`src/rtl/fifo_pkg.sv`:
```
// Shared definitions for the common buffering library: default sizes, the
// clog2 helper and a status bundle for wrappers that export FIFO state.
package fifo_pkg;

  localparam int DEF_DATA_W   = 8;
  localparam int DEF_DEPTH    = 256;
  localparam int STATUS_CNT_W = 32;

  typedef struct packed {
    logic [STATUS_CNT_W-1:0] usedw;
    logic                    full;
    logic                    empty;
    logic                    almost_full;
    logic                    almost_empty;
  } fifo_status_t;

  // Ceiling log2, usable in constant expressions.
  function automatic int clog2(input int value);
    int r;
    r = 0;
    for (int i = 0; i < 31; i++) begin
      if ((1 << i) < value) r = i + 1;
    end
    return r;
  endfunction

endpackage

```
`src/rtl/fifo_sdp_ram.sv`:
```
// Simple dual-port storage: one synchronous write port, one asynchronous read
// port. Contents are never reset, so a vendor RAM can be dropped in here.
module fifo_sdp_ram
  import fifo_pkg::*;
#(
  parameter int DATA_W = DEF_DATA_W,
  parameter int DEPTH  = DEF_DEPTH
) (
  input  logic                     clk,
  input  logic                     we,
  input  logic [clog2(DEPTH)-1:0]  waddr,
  input  logic [DATA_W-1:0]        wdata,
  input  logic [clog2(DEPTH)-1:0]  raddr,
  output logic [DATA_W-1:0]        rdata
);

  logic [DATA_W-1:0] mem [DEPTH];

  always_ff @(posedge clk) begin
    if (we) mem[waddr] <= wdata;
  end

  assign rdata = mem[raddr];

endmodule

```
`src/rtl/fifo_sc_show_ahead.sv`:
```
// Single-clock show-ahead FIFO: registered head word on q, full-range
// occupancy count, programmable almost flags and overflow/underflow pulses.
module fifo_sc_show_ahead
  import fifo_pkg::*;
#(
  parameter int DATA_W   = DEF_DATA_W,
  parameter int DEPTH    = DEF_DEPTH,
  parameter int AF_LEVEL = DEPTH - 4,
  parameter int AE_LEVEL = 4
) (
  input  logic                    clock,
  input  logic                    aclr_n,
  input  logic                    sclr,
  input  logic [DATA_W-1:0]       data,
  input  logic                    wrreq,
  input  logic                    rdreq,
  output logic [DATA_W-1:0]       q,
  output logic [clog2(DEPTH):0]   usedw,
  output logic                    full,
  output logic                    empty,
  output logic                    almost_full,
  output logic                    almost_empty,
  output logic                    overflow,
  output logic                    underflow
);

  localparam int AW    = clog2(DEPTH);
  localparam int CNT_W = AW + 1;

  localparam logic [AW-1:0]    PTR_ONE  = AW'(1);
  localparam logic [CNT_W-1:0] CNT_ONE  = CNT_W'(1);
  localparam logic [CNT_W-1:0] CNT_FULL = CNT_W'(DEPTH);
  localparam logic [CNT_W-1:0] CNT_AF   = CNT_W'(AF_LEVEL);
  localparam logic [CNT_W-1:0] CNT_AE   = CNT_W'(AE_LEVEL);

  logic [AW-1:0]     wr_ptr;
  logic [AW-1:0]     rd_ptr;
  logic [AW-1:0]     rd_ptr_next;
  logic [CNT_W-1:0]  usedw_nxt;
  logic [DATA_W-1:0] ram_rdata;
  logic              wr_acc;
  logic              rd_acc;
  logic              bypass;

  // Handshake: wrreq/rdreq are single-cycle requests sampled on the rising
  // edge. A write is taken when !full, or when full and paired with a read;
  // rdreq acknowledges the word on q and is taken only when !empty.
  assign wr_acc      = wrreq & (~full | rdreq);
  assign rd_acc      = rdreq & ~empty;
  assign rd_ptr_next = rd_ptr + PTR_ONE;

  // New data goes straight to q when it becomes the head word this edge.
  assign bypass = wr_acc & (empty | ((usedw == CNT_ONE) & rd_acc));

  always_comb begin
    usedw_nxt = usedw;
    case ({wr_acc, rd_acc})
      2'b10:   usedw_nxt = usedw + CNT_ONE;
      2'b01:   usedw_nxt = usedw - CNT_ONE;
      default: usedw_nxt = usedw;
    endcase
  end

  fifo_sdp_ram #(
    .DATA_W (DATA_W),
    .DEPTH  (DEPTH)
  ) u_ram (
    .clk   (clock),
    .we    (wr_acc & ~sclr),
    .waddr (wr_ptr),
    .wdata (data),
    .raddr (rd_ptr_next),
    .rdata (ram_rdata)
  );

  always_ff @(posedge clock or negedge aclr_n) begin
    if (!aclr_n) begin
      wr_ptr       <= '0;
      rd_ptr       <= '0;
      usedw        <= '0;
      full         <= 1'b0;
      empty        <= 1'b1;
      almost_full  <= 1'b0;
      almost_empty <= 1'b1;
      overflow     <= 1'b0;
      underflow    <= 1'b0;
      q            <= '0;
    end else if (sclr) begin
      wr_ptr       <= '0;
      rd_ptr       <= '0;
      usedw        <= '0;
      full         <= 1'b0;
      empty        <= 1'b1;
      almost_full  <= 1'b0;
      almost_empty <= 1'b1;
      overflow     <= 1'b0;
      underflow    <= 1'b0;
      q            <= '0;
    end else begin
      if (wr_acc) wr_ptr <= wr_ptr + PTR_ONE;
      if (rd_acc) rd_ptr <= rd_ptr_next;
      usedw        <= usedw_nxt;
      full         <= (usedw_nxt == CNT_FULL);
      empty        <= (usedw_nxt == '0);
      almost_full  <= (usedw_nxt >= CNT_AF);
      almost_empty <= (usedw_nxt <= CNT_AE);
      overflow     <= wrreq & full & ~rdreq;
      underflow    <= rdreq & empty;
      // After a lone read that empties the FIFO, q takes a stale word; it is
      // don't-care while empty.
      if (bypass)      q <= data;
      else if (rd_acc) q <= ram_rdata;
    end
  end

endmodule

```
`config.mk`:
```
export PLATFORM = sky130hd
export DESIGN_NAME = fifo_sc_show_ahead
export DESIGN_NICKNAME = d
export VERILOG_FILES = /design/src/rtl/fifo_pkg.sv /design/src/rtl/fifo_sdp_ram.sv /design/src/rtl/fifo_sc_show_ahead.sv
export SDC_FILE = /design/constraint.sdc
export NUM_CORES = 2
export LEC_CHECK = 0
export BUFFER_PORTS_ARGS = -buffer_cell sky130_fd_sc_hd__clkbuf_2
export CAP_MARGIN = 20
export CORE_ASPECT_RATIO = 1.5
export CORE_UTILIZATION = 50
export DETAILED_ROUTE_END_ITERATION = 8
export PLACE_DENSITY = 0.68
export SETUP_SLACK_MARGIN = 0.5
export SYNTH_ARGS = -nofsm -noshare
export SYNTH_HDL_FRONTEND = slang
export SYNTH_SLANG_ARGS = --single-unit
```
`constraint.sdc`:
```
create_clock -name clock -period 3.14 [get_ports clock]
set_input_delay 0.942 -clock clock [delete_from_list [all_inputs] [get_ports clock]]
set_output_delay 0.942 -clock clock [all_outputs]
set_load 0.1 [all_outputs]
```
==> impl_results.md <==
* Synth async-reset ratio at around 1.9%
* Max-cap viol count at 0
* Final ANT Viol Nets at 0
* Post-synthesis sequential area ratio at approximately 78%
* Fin worst setup slack at -0.145 ns
* Tcrit/Tclk final at 105%
* Crit. End Element: register
* H-tree depth at 4
* CP max FO at 12
* Synth Register Bits at roughly 2100
* Met3 Use GR at 3.33%
* Wire per inst at about 32 microns
* Design area at ~95000 sq um
* Final setup fails at 8
* CP top delay family: compound AO/OA/AOI/OAI gates
* EDFF count, synth at ~2000
* Core ar. at 160000 sq um
* Worst min-delay path class: input pin to async pin
* Crit. path cell count at 10
* Max-slew violation count at 0
* Leakage at a little under 30 nW
* RSZ-0062 raised after global routing: yes
* Status: complete, but fails checks
* Die Area at between 150000 and 200000 sq um
* Die Y at ~490 microns
* Buffers on Ports at 35
* Global-route usage over all layers at between 20% and 30%
* Worst path most repeated cell: buf_12
* Fraction of layout cells with a size suffix above 1 at 34.3%
* Worst path required time at between 3 and 4 ns
* Post-synthesis cell area at 80600 sq um
* Failing checks: negative setup slack
* Worst-Margin Slew at 1.01 ns
* VDD IR max at just under 0.5 mV
* Slowest cell on the critical path: dfrtp_4
* CTS Buf Count at between 150 and 200
* Largest net degree at the start of global routing at 121
* Average cell area after synthesis at around 21 sq um
* Setup CP Type: register to register
* CP peak stage delay at 0.53 ns
* Setup TNS at -0.843 ns
* CP Launch Type: register
* Clk root buf: clkbuf_16
* Area Overhead vs Synth at 18.3%
* Initial drt markers at approximately 4800
* Worst skew pair latency at slightly above 0.8 ns
* Starting density of the core at between 50% and 60%
* Via density at around 6.3
* Gpl congestion at 0.876
* Filler instances at about 11000
* DRC viols at 0
* Buf+Inv Stages, Crit Path at 3
* Post-Route WL at around 210000 microns
* CP Cell Sequence: ha_4, buf_12, buf_16, buf_12, mux4_2, a222oi_1, nand2_1, nand4_1, a41oi_2, a221o_1
* Die width at ~330 microns
* CTS Sinks at between 2000 and 2500
* Tmin final at around 3.3 ns
* Synth warnings at 0
* Met2 Usage GRT at 44.9%
* Boundary pin count at 36
* CTS max path bufs at 3
* Post-Syn Nets at ~3900
* Vias at between 40000 and 50000
* Clock Pin Slew Worst Setup and Hold Paths at roughly 0.070 ns
* Arrival time worst endpoint at roughly 4 ns
* Initial antenna violation count at 3
* Fin. Hold Viols at 0
* Max_slew headroom at 32.8%
* Final net count at between 4000 and 5000
* Final Skew at roughly 0.046 ns
* Predominant post-synthesis flop cell: edfxtp_1
* Vias in the first global route at approximately 42000
* Dpl hpwl at between 100000 and 150000 microns
* CTS tree: done
* Area of placed instances at 88200 sq um
* Reg2Reg Depth at 10
* Fin util at ~60%
* FF-to-FF setup slack at -0.14 ns
* Grt total ovfl at 0
* Row Count at 180
* Layer with the highest usage: met2
* Synth cell types at 63
* DRT Pass-1 Iters at 6
* GR Util met1 at between 30% and 40%
* WHS at 0.102 ns
* Post-Syn Instances at 3827
* Global-route wire length before repair at between 200000 and 300000 microns
* Fmax achieved at ~0.30 GHz
* Pwr Density at 648 nW/um^2
* # hold bufs at CTS at 0
[where the power goes]
part | total (mW) | leakage, nW | internal (mW) | switching (mW)
sequential | 30.7 | 18.9 | 30.6 | 0.0990
clock | 21.7 | 2.74 | 11.6 | 10.1
combinational | 9.35 | 8.14 | 4.70 | 4.66
[final timing paths]
| check | start | end |
|---|---|---|
| max | rd_ptr[0] | q[4] |
| min | aclr_n | usedw[2] |
| max reg2reg | rd_ptr[0] | q[4] |
| min reg2reg | empty | underflow |
| max in group asynchronous | aclr_n | almost_empty |
| min in group clock | rdreq | underflow |
[flip-flops by register name (all words and copies together), names as in the netlist, 8 cells and up]
register,count
wr_ptr,8
usedw,9
rd_ptr,8
q,8
u_ram.mem,2048
[through the flow]
| step | total power [mW] | std cells | worst slack, ns |
|---|---|---|---|
| after CTS | 61.9 | 6585 | -0.106 |
| after global placement | 39.6 | 6221 | -0.439 |
| after floorplan | 36.5 | 3827 | -0.00323 |
| after global routing | 63.4 | 6614 | -0.192 |
| after detailed placement | 39.7 | 6221 | -0.443 |
| final | 61.8 | 6614 | -0.145 |
[synth_stat cells (2+ instances only)]
cell | n | area (sq um)
nor3_1 | 13 | 65.1
a41oi_1 | 7 | 61.3
nor2_1 | 294 | 1100
xnor2_1 | 9 | 78.8
and2_1 | 3 | 18.8
o21ai_0 | 7 | 35.0
mux2i_1 | 3 | 30.0
a21o_1 | 10 | 75.1
a21boi_0 | 32 | 240
o22ai_1 | 17 | 106
and4_1 | 3 | 26.3
xor2_1 | 9 | 78.8
a222oi_1 | 112 | 1120
nand3b_1 | 3 | 22.5
or4_4 | 2 | 22.5
edfxtp_1 | 2048 | 61500
nand4_1 | 39 | 244
a21oi_1 | 102 | 510
nor4_1 | 17 | 106
buf_1 | 23 | 86.3
nor2b_1 | 14 | 87.6
or3_1 | 4 | 25.0
a221o_1 | 7 | 70.1
o21a_1 | 2 | 15.0
nand2_1 | 113 | 424
and2b_1 | 2 | 15.0
clkbuf_1 | 143 | 537
ha_1 | 10 | 125
mux4_2 | 512 | 11500
dfstp_2 | 2 | 52.6
o21ai_1 | 3 | 15.0
a31oi_1 | 3 | 18.8
nor3b_1 | 2 | 15.0
a211oi_1 | 18 | 135
or2_2 | 3 | 18.8
buf_4 | 5 | 37.5
dfrtp_1 | 37 | 926
nand2b_1 | 2 | 12.5
buf_2 | 68 | 340
o21ai_2 | 2 | 17.5
nand3_1 | 55 | 275
inv_1 | 46 | 173
[layout by cell type (no fill, tap or decap), types with 17 or more instances in the layout]
cell | synthesis | final
dfrtp_1 | 37 | 30
buf_6 | 1 | 25
buf_8 | 0 | 17
nor2_1 | 294 | 203
nand2_1 | 113 | 104
buf_4 | 5 | 436
buf_12 | 0 | 81
clkbuf_1 | 143 | 31
clkinv_1 | 0 | 35
inv_1 | 46 | 46
mux4_2 | 512 | 512
edfxtp_1 | 2048 | 2048
nor2_4 | 0 | 91
nand3_1 | 55 | 39
nand4_1 | 39 | 39
a21oi_1 | 102 | 97
a222oi_1 | 112 | 112
clkinv_2 | 0 | 29
clkbuf_16 | 0 | 180
a21boi_0 | 32 | 32
[cells by family (layout without fill, tap and decap cells)]
family                     count (synthesis)  in the layout  synth area share [%]
adders and majority gates                 10             10                 0.155
buffers and inverters                    286            979                  1.47
and+or+nand+nor                          576            576                  3.16
DFF                                     2087           2087                  77.5
muxes                                    515            515                  14.3
xor gates and xnor gates                  18             18                 0.196
AOI/OAI and AO/OA                        335            335                  3.15
other                                      0              1                     0
[final cells by class]
class	count	area, sq um	area share, %
sequential	2087	62500	65.5
multi-input combinational	1454	18000	18.9
timing repair buffer	611	6390	6.70
antenna	1	2.50	0.00262
clock inverter	114	1130	1.18
tap	2093	2620	2.75
inverter	46	173	0.181
clock buffer	208	4550	4.77
[metal layers]
layer,wire [microns],vias to the layer above,part of all wire (%)
met5,13,-,0.0062
met4,11900,2,5.7
met3,13600,391,6.5
met2,110000,1886,53
met1,72500,22159,35
li1,-,17159,-
[repair_timing]
item,CTS,global route
gates cloned,11,3
setup buffers,31,25
pin swaps,44,36
setup endpoints to repair,27,13
resized for setup,124,35
endpoints found under the hold margin,0,0
No activity file was read; power rests on OpenSTA's default activity.
